<file path="config.mk">
export PLATFORM = sky130hd
export DESIGN_NAME = rx_8b9b_frame_ctrl_flat
export DESIGN_NICKNAME = d
export VERILOG_FILES = /design/src/rtl/rx_8b9b_frame_ctrl_if.sv /design/src/rtl/rx_8b9b_frame_ctrl.sv /design/src/flat_wrapper.sv
export SDC_FILE = /design/constraint.sdc
export NUM_CORES = 1
export LEC_CHECK = 0
export CAP_MARGIN = 40
export CORE_AREA = 10 10 156 173
export CTS_CLUSTER_DIAMETER = 50
export DETAILED_ROUTE_END_ITERATION = 10
export DIE_AREA = 0 0 166 183
export PLACE_DENSITY = 0.48
export SLEW_MARGIN = 20
export SYNTH_ARGS = -nofsm -noshare
export SYNTH_HDL_FRONTEND = slang
export SYNTH_SLANG_ARGS = --single-unit
</file>
<file path="constraint.sdc">
create_clock -name clk -period 3.23 [get_ports clk]
set_input_delay 0.646 -clock clk [delete_from_list [all_inputs] [get_ports clk]]
set_output_delay 0.646 -clock clk [all_outputs]
set_load 0.02 [all_outputs]
</file>
<file path="src/rtl/rx_8b9b_frame_ctrl_if.sv">
`default_nettype none
// ============================================================================
// Module      : rx_8b9b_frame_ctrl_if
// Description : Bundles the control, receiver-side and frame-output signals
//               of rx_8b9b_frame_ctrl.
//               master : the environment (arms capture, feeds received words,
//                        consumes buffered frame words)
//               slave  : the frame controller itself
//               Signals: arm, continuous, rx_enable, rx_word, rx_word_write,
//                        rx_frame_complete, frame_word, frame_valid,
//                        frame_ready, frame_last, frame_len, busy,
//                        overflow_err, timeout_err
// Revision    : 1.0 - initial release
// ============================================================================
interface rx_8b9b_frame_ctrl_if #(
    parameter int WORD_WIDTH = 8,
    parameter int MAX_WORDS  = 16
);
    localparam int c_LEN_W = $clog2(MAX_WORDS + 1);

    logic                  arm;
    logic                  continuous;
    logic                  rx_enable;
    logic [WORD_WIDTH-1:0] rx_word;
    logic                  rx_word_write;
    logic                  rx_frame_complete;
    logic [WORD_WIDTH-1:0] frame_word;
    logic                  frame_valid;
    logic                  frame_ready;
    logic                  frame_last;
    logic [c_LEN_W-1:0]    frame_len;
    logic                  busy;
    logic                  overflow_err;
    logic                  timeout_err;

    modport master (
        output arm, continuous, rx_word, rx_word_write, rx_frame_complete,
               frame_ready,
        input  rx_enable, frame_word, frame_valid, frame_last, frame_len,
               busy, overflow_err, timeout_err
    );

    modport slave (
        input  arm, continuous, rx_word, rx_word_write, rx_frame_complete,
               frame_ready,
        output rx_enable, frame_word, frame_valid, frame_last, frame_len,
               busy, overflow_err, timeout_err
    );
endinterface
`default_nettype wire

</file>
<file path="src/rtl/rx_8b9b_frame_ctrl.sv">
`default_nettype none
// ============================================================================
// Module      : rx_8b9b_frame_ctrl
// Description : Captures one frame of words from an 8b9b receiver into a
//               local buffer, then drains it over a valid/ready handshake.
//               Optional inter-word timeout enabled by macro
//               RX_FRAME_TIMEOUT_EN.
// Ports       : clk         - single clock
//               async_reset - asynchronous active-high reset
//               bus         - rx_8b9b_frame_ctrl_if.slave (control, receiver
//                             word side, frame output, status/errors)
// Revision    : 1.0 - initial release
// ============================================================================
module rx_8b9b_frame_ctrl #(
    parameter int WORD_WIDTH     = 8,
    parameter int MAX_WORDS      = 16,
    parameter int TIMEOUT_CYCLES = 64
) (
    input  wire                 clk,
    input  wire                 async_reset,
    rx_8b9b_frame_ctrl_if.slave bus
);
    localparam int c_LEN_W = $clog2(MAX_WORDS + 1);
    localparam int c_AW    = $clog2(MAX_WORDS);

    localparam logic [c_LEN_W-1:0] c_LEN_ONE  = c_LEN_W'(1);
    localparam logic [c_LEN_W-1:0] c_MAX_CNT  = c_LEN_W'(MAX_WORDS);
    localparam logic [c_AW-1:0]    c_ADDR_ONE = c_AW'(1);

    localparam logic [2:0] c_IDLE    = 3'd0;
    localparam logic [2:0] c_ARMED   = 3'd1;
    localparam logic [2:0] c_CAPTURE = 3'd2;
    localparam logic [2:0] c_DISCARD = 3'd3;
    localparam logic [2:0] c_DRAIN   = 3'd4;

    logic [2:0]            r_state;
    logic [2:0]            w_next_state;
    logic [c_LEN_W-1:0]    r_count;
    logic [c_LEN_W-1:0]    r_frame_len;
    logic [c_LEN_W-1:0]    r_rd_ptr;
    logic [WORD_WIDTH-1:0] r_frame_word;
    logic                  r_frame_valid;
    logic                  r_overflow_err;
    logic [WORD_WIDTH-1:0] r_mem [MAX_WORDS];

    logic                  w_wr_en;
    logic [c_AW-1:0]       w_wr_addr;
    logic                  w_overflow;
    logic                  w_timeout;
    logic                  w_timer_hit;
    logic [c_LEN_W-1:0]    w_len_next;
    logic                  w_last;
    logic [c_AW-1:0]       w_rd_next_addr;
    logic                  w_rx_enable;
    logic                  w_busy;
    logic                  w_frame_last;

    // rd_ptr indexes the word currently presented on frame_word.
    assign w_last         = (r_rd_ptr == r_frame_len - c_LEN_ONE);
    assign w_rd_next_addr = r_rd_ptr[c_AW-1:0] + c_ADDR_ONE;

`ifdef RX_FRAME_TIMEOUT_EN
    localparam int c_TW = $clog2(TIMEOUT_CYCLES);
    localparam logic [c_TW-1:0] c_TIMER_ONE = c_TW'(1);
    localparam logic [c_TW-1:0] c_TIMER_END = c_TW'(TIMEOUT_CYCLES - 1);

    logic [c_TW-1:0] r_timer;
    logic            r_timeout_err;

    // Held at zero outside CAPTURE, so it is already clear on CAPTURE entry.
    always_ff @(posedge clk or posedge async_reset) begin
        if (async_reset) begin
            r_timer <= '0;
        end else if (r_state != c_CAPTURE || bus.rx_word_write) begin
            r_timer <= '0;
        end else begin
            r_timer <= r_timer + c_TIMER_ONE;
        end
    end

    always_ff @(posedge clk or posedge async_reset) begin
        if (async_reset) r_timeout_err <= 1'b0;
        else             r_timeout_err <= w_timeout;
    end

    assign w_timer_hit     = (r_timer == c_TIMER_END);
    assign bus.timeout_err = r_timeout_err;
`else
    // Keeps the parameter referenced in builds without the timer.
    logic w_unused_timeout_cfg;
    assign w_unused_timeout_cfg = ^TIMEOUT_CYCLES;
    assign w_timer_hit          = 1'b0;
    assign bus.timeout_err      = 1'b0;
`endif

    // ---------------- state register ----------------
    always_ff @(posedge clk or posedge async_reset) begin
        if (async_reset) r_state <= c_IDLE;
        else             r_state <= w_next_state;
    end

    // ---------------- next state and capture strobes ----------------
    always_comb begin
        w_next_state = r_state;
        w_wr_en      = 1'b0;
        w_wr_addr    = '0;
        w_overflow   = 1'b0;
        w_timeout    = 1'b0;
        w_len_next   = r_count;
        case (r_state)
            c_IDLE: begin
                if (bus.arm) w_next_state = c_ARMED;
            end
            c_ARMED: begin
                // A bare frame_complete here has no words behind it: ignored.
                if (bus.rx_word_write) begin
                    w_wr_en = 1'b1;
                    if (bus.rx_frame_complete) begin
                        w_next_state = c_DRAIN;
                        w_len_next   = c_LEN_ONE;
                    end else begin
                        w_next_state = c_CAPTURE;
                    end
                end
            end
            c_CAPTURE: begin
                if (bus.rx_word_write) begin
                    if (r_count == c_MAX_CNT) begin
                        w_overflow = 1'b1;
                        // If this word also closes the frame there is nothing
                        // left to discard, so re-arm straight away.
                        w_next_state = bus.rx_frame_complete ? c_ARMED : c_DISCARD;
                    end else begin
                        w_wr_en   = 1'b1;
                        w_wr_addr = r_count[c_AW-1:0];
                        if (bus.rx_frame_complete) begin
                            w_next_state = c_DRAIN;
                            w_len_next   = r_count + c_LEN_ONE;
                        end
                    end
                end else if (bus.rx_frame_complete) begin
                    w_next_state = c_DRAIN;
                end else if (w_timer_hit) begin
                    w_timeout    = 1'b1;
                    w_next_state = c_ARMED;
                end
            end
            c_DISCARD: begin
                if (bus.rx_frame_complete) w_next_state = c_ARMED;
            end
            c_DRAIN: begin
                if (r_frame_valid && bus.frame_ready && w_last)
                    w_next_state = bus.continuous ? c_ARMED : c_IDLE;
            end
            default: w_next_state = c_IDLE;
        endcase
    end

    // ---------------- outputs ----------------
    always_comb begin
        w_rx_enable  = (r_state == c_ARMED) || (r_state == c_CAPTURE) ||
                       (r_state == c_DISCARD);
        w_busy       = (r_state != c_IDLE);
        w_frame_last = r_frame_valid && w_last;
    end

    assign bus.rx_enable    = w_rx_enable;
    assign bus.busy         = w_busy;
    assign bus.frame_last   = w_frame_last;
    assign bus.frame_valid  = r_frame_valid;
    assign bus.frame_word   = r_frame_word;
    assign bus.frame_len    = r_frame_len;
    assign bus.overflow_err = r_overflow_err;

    // ---------------- frame buffer (write port) ----------------
    always_ff @(posedge clk) begin
        if (w_wr_en) r_mem[w_wr_addr] <= bus.rx_word;
    end

    // ---------------- counters and registered read ----------------
    always_ff @(posedge clk or posedge async_reset) begin
        if (async_reset) begin
            r_count        <= '0;
            r_frame_len    <= '0;
            r_rd_ptr       <= '0;
            r_frame_word   <= '0;
            r_frame_valid  <= 1'b0;
            r_overflow_err <= 1'b0;
        end else begin
            r_overflow_err <= w_overflow;

            if (r_state == c_IDLE)
                r_count <= '0;
            else if (w_wr_en)
                r_count <= (r_state == c_ARMED) ? c_LEN_ONE : r_count + c_LEN_ONE;
            else if (w_next_state == c_ARMED)
                r_count <= '0;

            if (r_state != c_DRAIN && w_next_state == c_DRAIN) begin
                r_frame_len <= w_len_next;
                r_rd_ptr    <= '0;
            end

            // First DRAIN cycle fetches word 0; afterwards the next word is
            // fetched only on a transfer, so stalls hold the output register.
            if (r_state == c_DRAIN) begin
                if (!r_frame_valid) begin
                    r_frame_word  <= r_mem[r_rd_ptr[c_AW-1:0]];
                    r_frame_valid <= 1'b1;
                end else if (bus.frame_ready) begin
                    if (w_last) begin
                        r_frame_valid <= 1'b0;
                    end else begin
                        r_rd_ptr     <= r_rd_ptr + c_LEN_ONE;
                        r_frame_word <= r_mem[w_rd_next_addr];
                    end
                end
            end
        end
    end
endmodule
`default_nettype wire

</file>
<file path="src/flat_wrapper.sv">
// flat-port wrapper written by rule: the top's interface ports become plain ports
module rx_8b9b_frame_ctrl_flat 
#(
    parameter int WORD_WIDTH     = 8,
    parameter int MAX_WORDS      = 16,
    parameter int TIMEOUT_CYCLES = 64
)
  (clk, async_reset, bus_arm, bus_continuous, bus_rx_word, bus_rx_word_write, bus_rx_frame_complete, bus_frame_ready, bus_rx_enable, bus_frame_word, bus_frame_valid, bus_frame_last, bus_frame_len, bus_busy, bus_overflow_err, bus_timeout_err);
  rx_8b9b_frame_ctrl_if #(.WORD_WIDTH(WORD_WIDTH), .MAX_WORDS(MAX_WORDS)) bus_i ();
  input  wire clk;
  input  wire async_reset;
  input wire logic [$bits(bus_i.arm)-1:0] bus_arm;
  input wire logic [$bits(bus_i.continuous)-1:0] bus_continuous;
  input wire logic [$bits(bus_i.rx_word)-1:0] bus_rx_word;
  input wire logic [$bits(bus_i.rx_word_write)-1:0] bus_rx_word_write;
  input wire logic [$bits(bus_i.rx_frame_complete)-1:0] bus_rx_frame_complete;
  input wire logic [$bits(bus_i.frame_ready)-1:0] bus_frame_ready;
  output wire logic [$bits(bus_i.rx_enable)-1:0] bus_rx_enable;
  output wire logic [$bits(bus_i.frame_word)-1:0] bus_frame_word;
  output wire logic [$bits(bus_i.frame_valid)-1:0] bus_frame_valid;
  output wire logic [$bits(bus_i.frame_last)-1:0] bus_frame_last;
  output wire logic [$bits(bus_i.frame_len)-1:0] bus_frame_len;
  output wire logic [$bits(bus_i.busy)-1:0] bus_busy;
  output wire logic [$bits(bus_i.overflow_err)-1:0] bus_overflow_err;
  output wire logic [$bits(bus_i.timeout_err)-1:0] bus_timeout_err;
  assign bus_i.arm = bus_arm;
  assign bus_i.continuous = bus_continuous;
  assign bus_i.rx_word = bus_rx_word;
  assign bus_i.rx_word_write = bus_rx_word_write;
  assign bus_i.rx_frame_complete = bus_rx_frame_complete;
  assign bus_i.frame_ready = bus_frame_ready;
  assign bus_rx_enable = bus_i.rx_enable;
  assign bus_frame_word = bus_i.frame_word;
  assign bus_frame_valid = bus_i.frame_valid;
  assign bus_frame_last = bus_i.frame_last;
  assign bus_frame_len = bus_i.frame_len;
  assign bus_busy = bus_i.busy;
  assign bus_overflow_err = bus_i.overflow_err;
  assign bus_timeout_err = bus_i.timeout_err;
  rx_8b9b_frame_ctrl #(.WORD_WIDTH(WORD_WIDTH), .MAX_WORDS(MAX_WORDS), .TIMEOUT_CYCLES(TIMEOUT_CYCLES)) u_core (.clk(clk), .async_reset(async_reset), .bus(bus_i));
endmodule
</file>
==> results.sh <==
export IMPL_status="completed"
export IMPL_synth_area_leader_cell="edfxtp_1"
export IMPL_nNetsFinal=672
export IMPL_port_buffers=32
export IMPL_end_kind="primary output"
export IMPL_p_comb_share_pct=42.5
export IMPL_fmax_ghz=0.3377
export IMPL_cts_hold_buf=0
export IMPL_utilization_pct=40.14
export IMPL_layout_drive_gt1_share_pct=24.21
export IMPL_syn_area_mm2=0.008058
export IMPL_postSynthCellCount=607
export IMPL_cts_tree="yes"
export IMPL_slew_headroom_pct=41.45
export IMPL_cts_root_buf="clkbuf_16"
export IMPL_gr_usage_all_layers_pct=15.37
export IMPL_num_rows=59
export IMPL_clock_skew_ns=0.009091
export IMPL_drt_iter0_drc=448
export IMPL_net_switching_power_mw=2.938
export IMPL_hold_start="u_core.r_rd_ptr[4]"
export IMPL_max_cap_viol_count=0
export IMPL_layout_common_cells="128 x edfxtp_1, 54 x mux2_2, 39 x nand3_1"
export IMPL_cp_max_fo=6
export IMPL_ys_seq_area_share_pct=56.40
export IMPL_synth_edf_count=128
export IMPL_min_period_ns=2.961
export IMPL_post_place_ws_ns=0.2082
export IMPL_powerDensity_mw_per_mm2=826.6
export IMPL_core_area_mm2=0.02340
export IMPL_total_power_mw=7.765
export IMPL_dieArea_mm2=0.03038
export IMPL_grt_max_degree=47
export IMPL_worst_slack_ns=0.2686
export IMPL_cts_setup_buffers=0
export IMPL_routed_wl_um=23650
export IMPL_place_congestion=0.8606
export IMPL_die_h_um=183
export IMPL_vias_per_cell=5.653
export IMPL_arrival_ns=2.32
export IMPL_r2r_cells=6
export IMPL_die_w_um=166
export IMPL_r2r_end="u_core.bus.frame_word[0]"
export IMPL_antenna_left=0
export IMPL_grt_pass1_vias=5495
export IMPL_ir_drop_mv=0.4000
export IMPL_fin_crit_sh_pct=91.68
export IMPL_cts_sinks=156
export IMPL_yosysTopAreaCellShare_pct=47.70
export IMPL_routedWlPerCell_um=24.36
export IMPL_clk_latency_ns=0.43
export IMPL_hold_depth=1
export IMPL_r2r_start="u_core.r_rd_ptr[0]"
export IMPL_grt_ovfl_total=0
export IMPL_final_common_cell="edfxtp_1"
export IMPL_synth_area_leaders="edfxtp_1 48%, dfrtp_1 8.7%, mux2_2 7.5%, mux4_2 4.5%, mux2i_1 3.5%"
export IMPL_p_int_mw=4.827
export IMPL_grt_setup_unrepaired="no"
export IMPL_synth_seq_cells=156
export IMPL_placed_cells=938
export IMPL_yosysWarnings=0
export IMPL_worstMarginPinSlew_ns=0.8755
export IMPL_power_share_switching_pct=37.84
export IMPL_yosys_cell_types_count=65
export IMPL_remaining_drc_errors=0
export IMPL_vias=5489
export IMPL_dpl_instance_area_mm2=0.008821
export IMPL_firstDrtPassIters=5
export IMPL_start_util_pct=34.43
export IMPL_hold_viol=0
export IMPL_io_pin_count=34
export IMPL_async_flop_share_pct=17.95
export IMPL_area_delta_synth_final_pct=16.58
export IMPL_clkPwrFrac_pct=25.0
export IMPL_worstSetupStartpointType="register"
export IMPL_critPathRequiredTime_ns=2.58
export IMPL_final_cells=971
export IMPL_synth_fp_nets=627
export IMPL_setup_viol=0
export IMPL_syn_mean_instance_area_um2=13.27
export IMPL_report_final_slew_viol_count=0
export IMPL_ctsHtreeMaxLevel=4
export IMPL_numCtsBuffers=17
export IMPL_final_area_mm2=0.009394
export IMPL_tns_ns=0
export IMPL_hpwl_um=16600
export IMPL_p_leak_nw=3.146
export IMPL_crit_type="reg -> out"
export IMPL_hold_class="reg -> reg"
export IMPL_regToRegSetupSlack_ns=0.48
export IMPL_clockBufferDepth=2
export IMPL_grt_pass1_wl_um=35540
export IMPL_hold_ws_ns=0.5538
export IMPL_power_share_sequential_pct=32.5
export IMPL_worst_hold_path_endpoint="u_core.r_rd_ptr[4]"
export IMPL_clk_pin_slew_worst_paths_ns=0.07
export IMPL_grt_antenna_before_repair=0
export IMPL_fillCellCount=2164
export IMPL_synth_ff_type="edfxtp_1"
## final cells by class
| cell class | instances | area [um2] | share of cell area, % |
|---|---|---|---|
| flip-flops and latches | 156 | 4547 | 48.40 |
| multi-input cells | 394 | 3238 | 34.47 |
| repair buffers | 68 | 593.1 | 6.313 |
| clock buffers | 20 | 478.0 | 5.088 |
| well taps | 305 | 381.6 | 4.062 |
| clock inverters | 12 | 97.59 | 1.039 |
| inverters | 15 | 56.30 | 0.5994 |
| diodes | 1 | 2.502 | 0.02664 |
## how the worst max path moves through the flow
stage	startpoint	slack [ns]	to	depth (start not counted)
2_1_floorplan	u_core.bus.frame_len[0]	0.65	bus_frame_last	6
3_3_place_gp	u_core.bus.frame_len[0]	0.27	bus_frame_last	7
4_1_cts	u_core.bus.frame_len[0]	0.02	bus_frame_last	7
5_1_grt	u_core.bus.frame_len[0]	0.11	bus_frame_last	7
6_report	u_core.bus.frame_len[0]	0.27	bus_frame_last	7
3_5_place_dp	u_core.bus.frame_len[0]	0.21	bus_frame_last	7
## power groups by stage
stage	logic (mW)	registers, mW	clock network, mW
after floorplan	2.27	2.53	0
after detailed placement	3.30	2.56	0
after global routing	3.52	2.55	2.06
final	3.30	2.53	1.94
after CTS	3.31	2.52	1.97
after global placement	3.30	2.56	0
## layer usage
metal  wire, um  vias up  track usage, %
met4        893        0           8.050
met5          0        -               0
met1      10540     2784           19.94
li1           -     2474               -
met3       1107       49           2.566
met2      11110      182           24.28
## cells in the mapped netlist, types with 3 or more instances
master	number
a211oi_1	11
a21o_1	3
a21oi_1	8
a221oi_1	8
a31oi_1	9
and3_1	4
buf_1	3
buf_2	17
buf_4	8
buf_6	3
clkbuf_1	11
dfrtp_1	28
edfxtp_1	128
ha_1	5
inv_1	13
mux2_1	8
mux2_2	54
mux2i_1	28
mux4_2	16
nand2_1	26
nand2b_1	4
nand3_1	39
nand4_1	8
nor2_1	29
nor2b_1	13
nor3_1	17
o21ai_0	10
o21ai_1	4
o22ai_1	26
o31ai_1	9
o32a_1	8
xnor2_1	4
xnor2_2	3
## repair_timing
action,CTS,global route
pin swaps,0,1
setup endpoints to repair,1,1
gates resized for setup,1,2
cloned,0,0
## worst max-delay path: stages (launching register included)
cell	delay (ns)
dfrtp_1	0.42
inv_1	0.10
ha_1	0.17
xor3_1	0.44
nor3_4	0.25
nand3_2	0.20
nor2_1	0.13
clkbuf_2	0.18
## logic make-up after synthesis
family | share of synthesized area (%)
other | 0.04654
DFF | 56.40
and+or+nand+nor | 10.09
muxes | 16.80
AOI/OAI and AO/OA | 10.36
adders and majority gates | 0.7764
buffers and inverters | 3.571
xor gates and xnor gates | 1.957
## registers in the layout (all words and copies together) (netlist names)
signal                   flops
u_core.bus.frame_len         5
u_core.bus.frame_valid       1
u_core.bus.frame_word        8
u_core.bus.overflow_err      1
u_core.r_count               5
u_core.r_mem               128
u_core.r_rd_ptr              5
u_core.r_state               3
(Power assumes the default switching activity.)
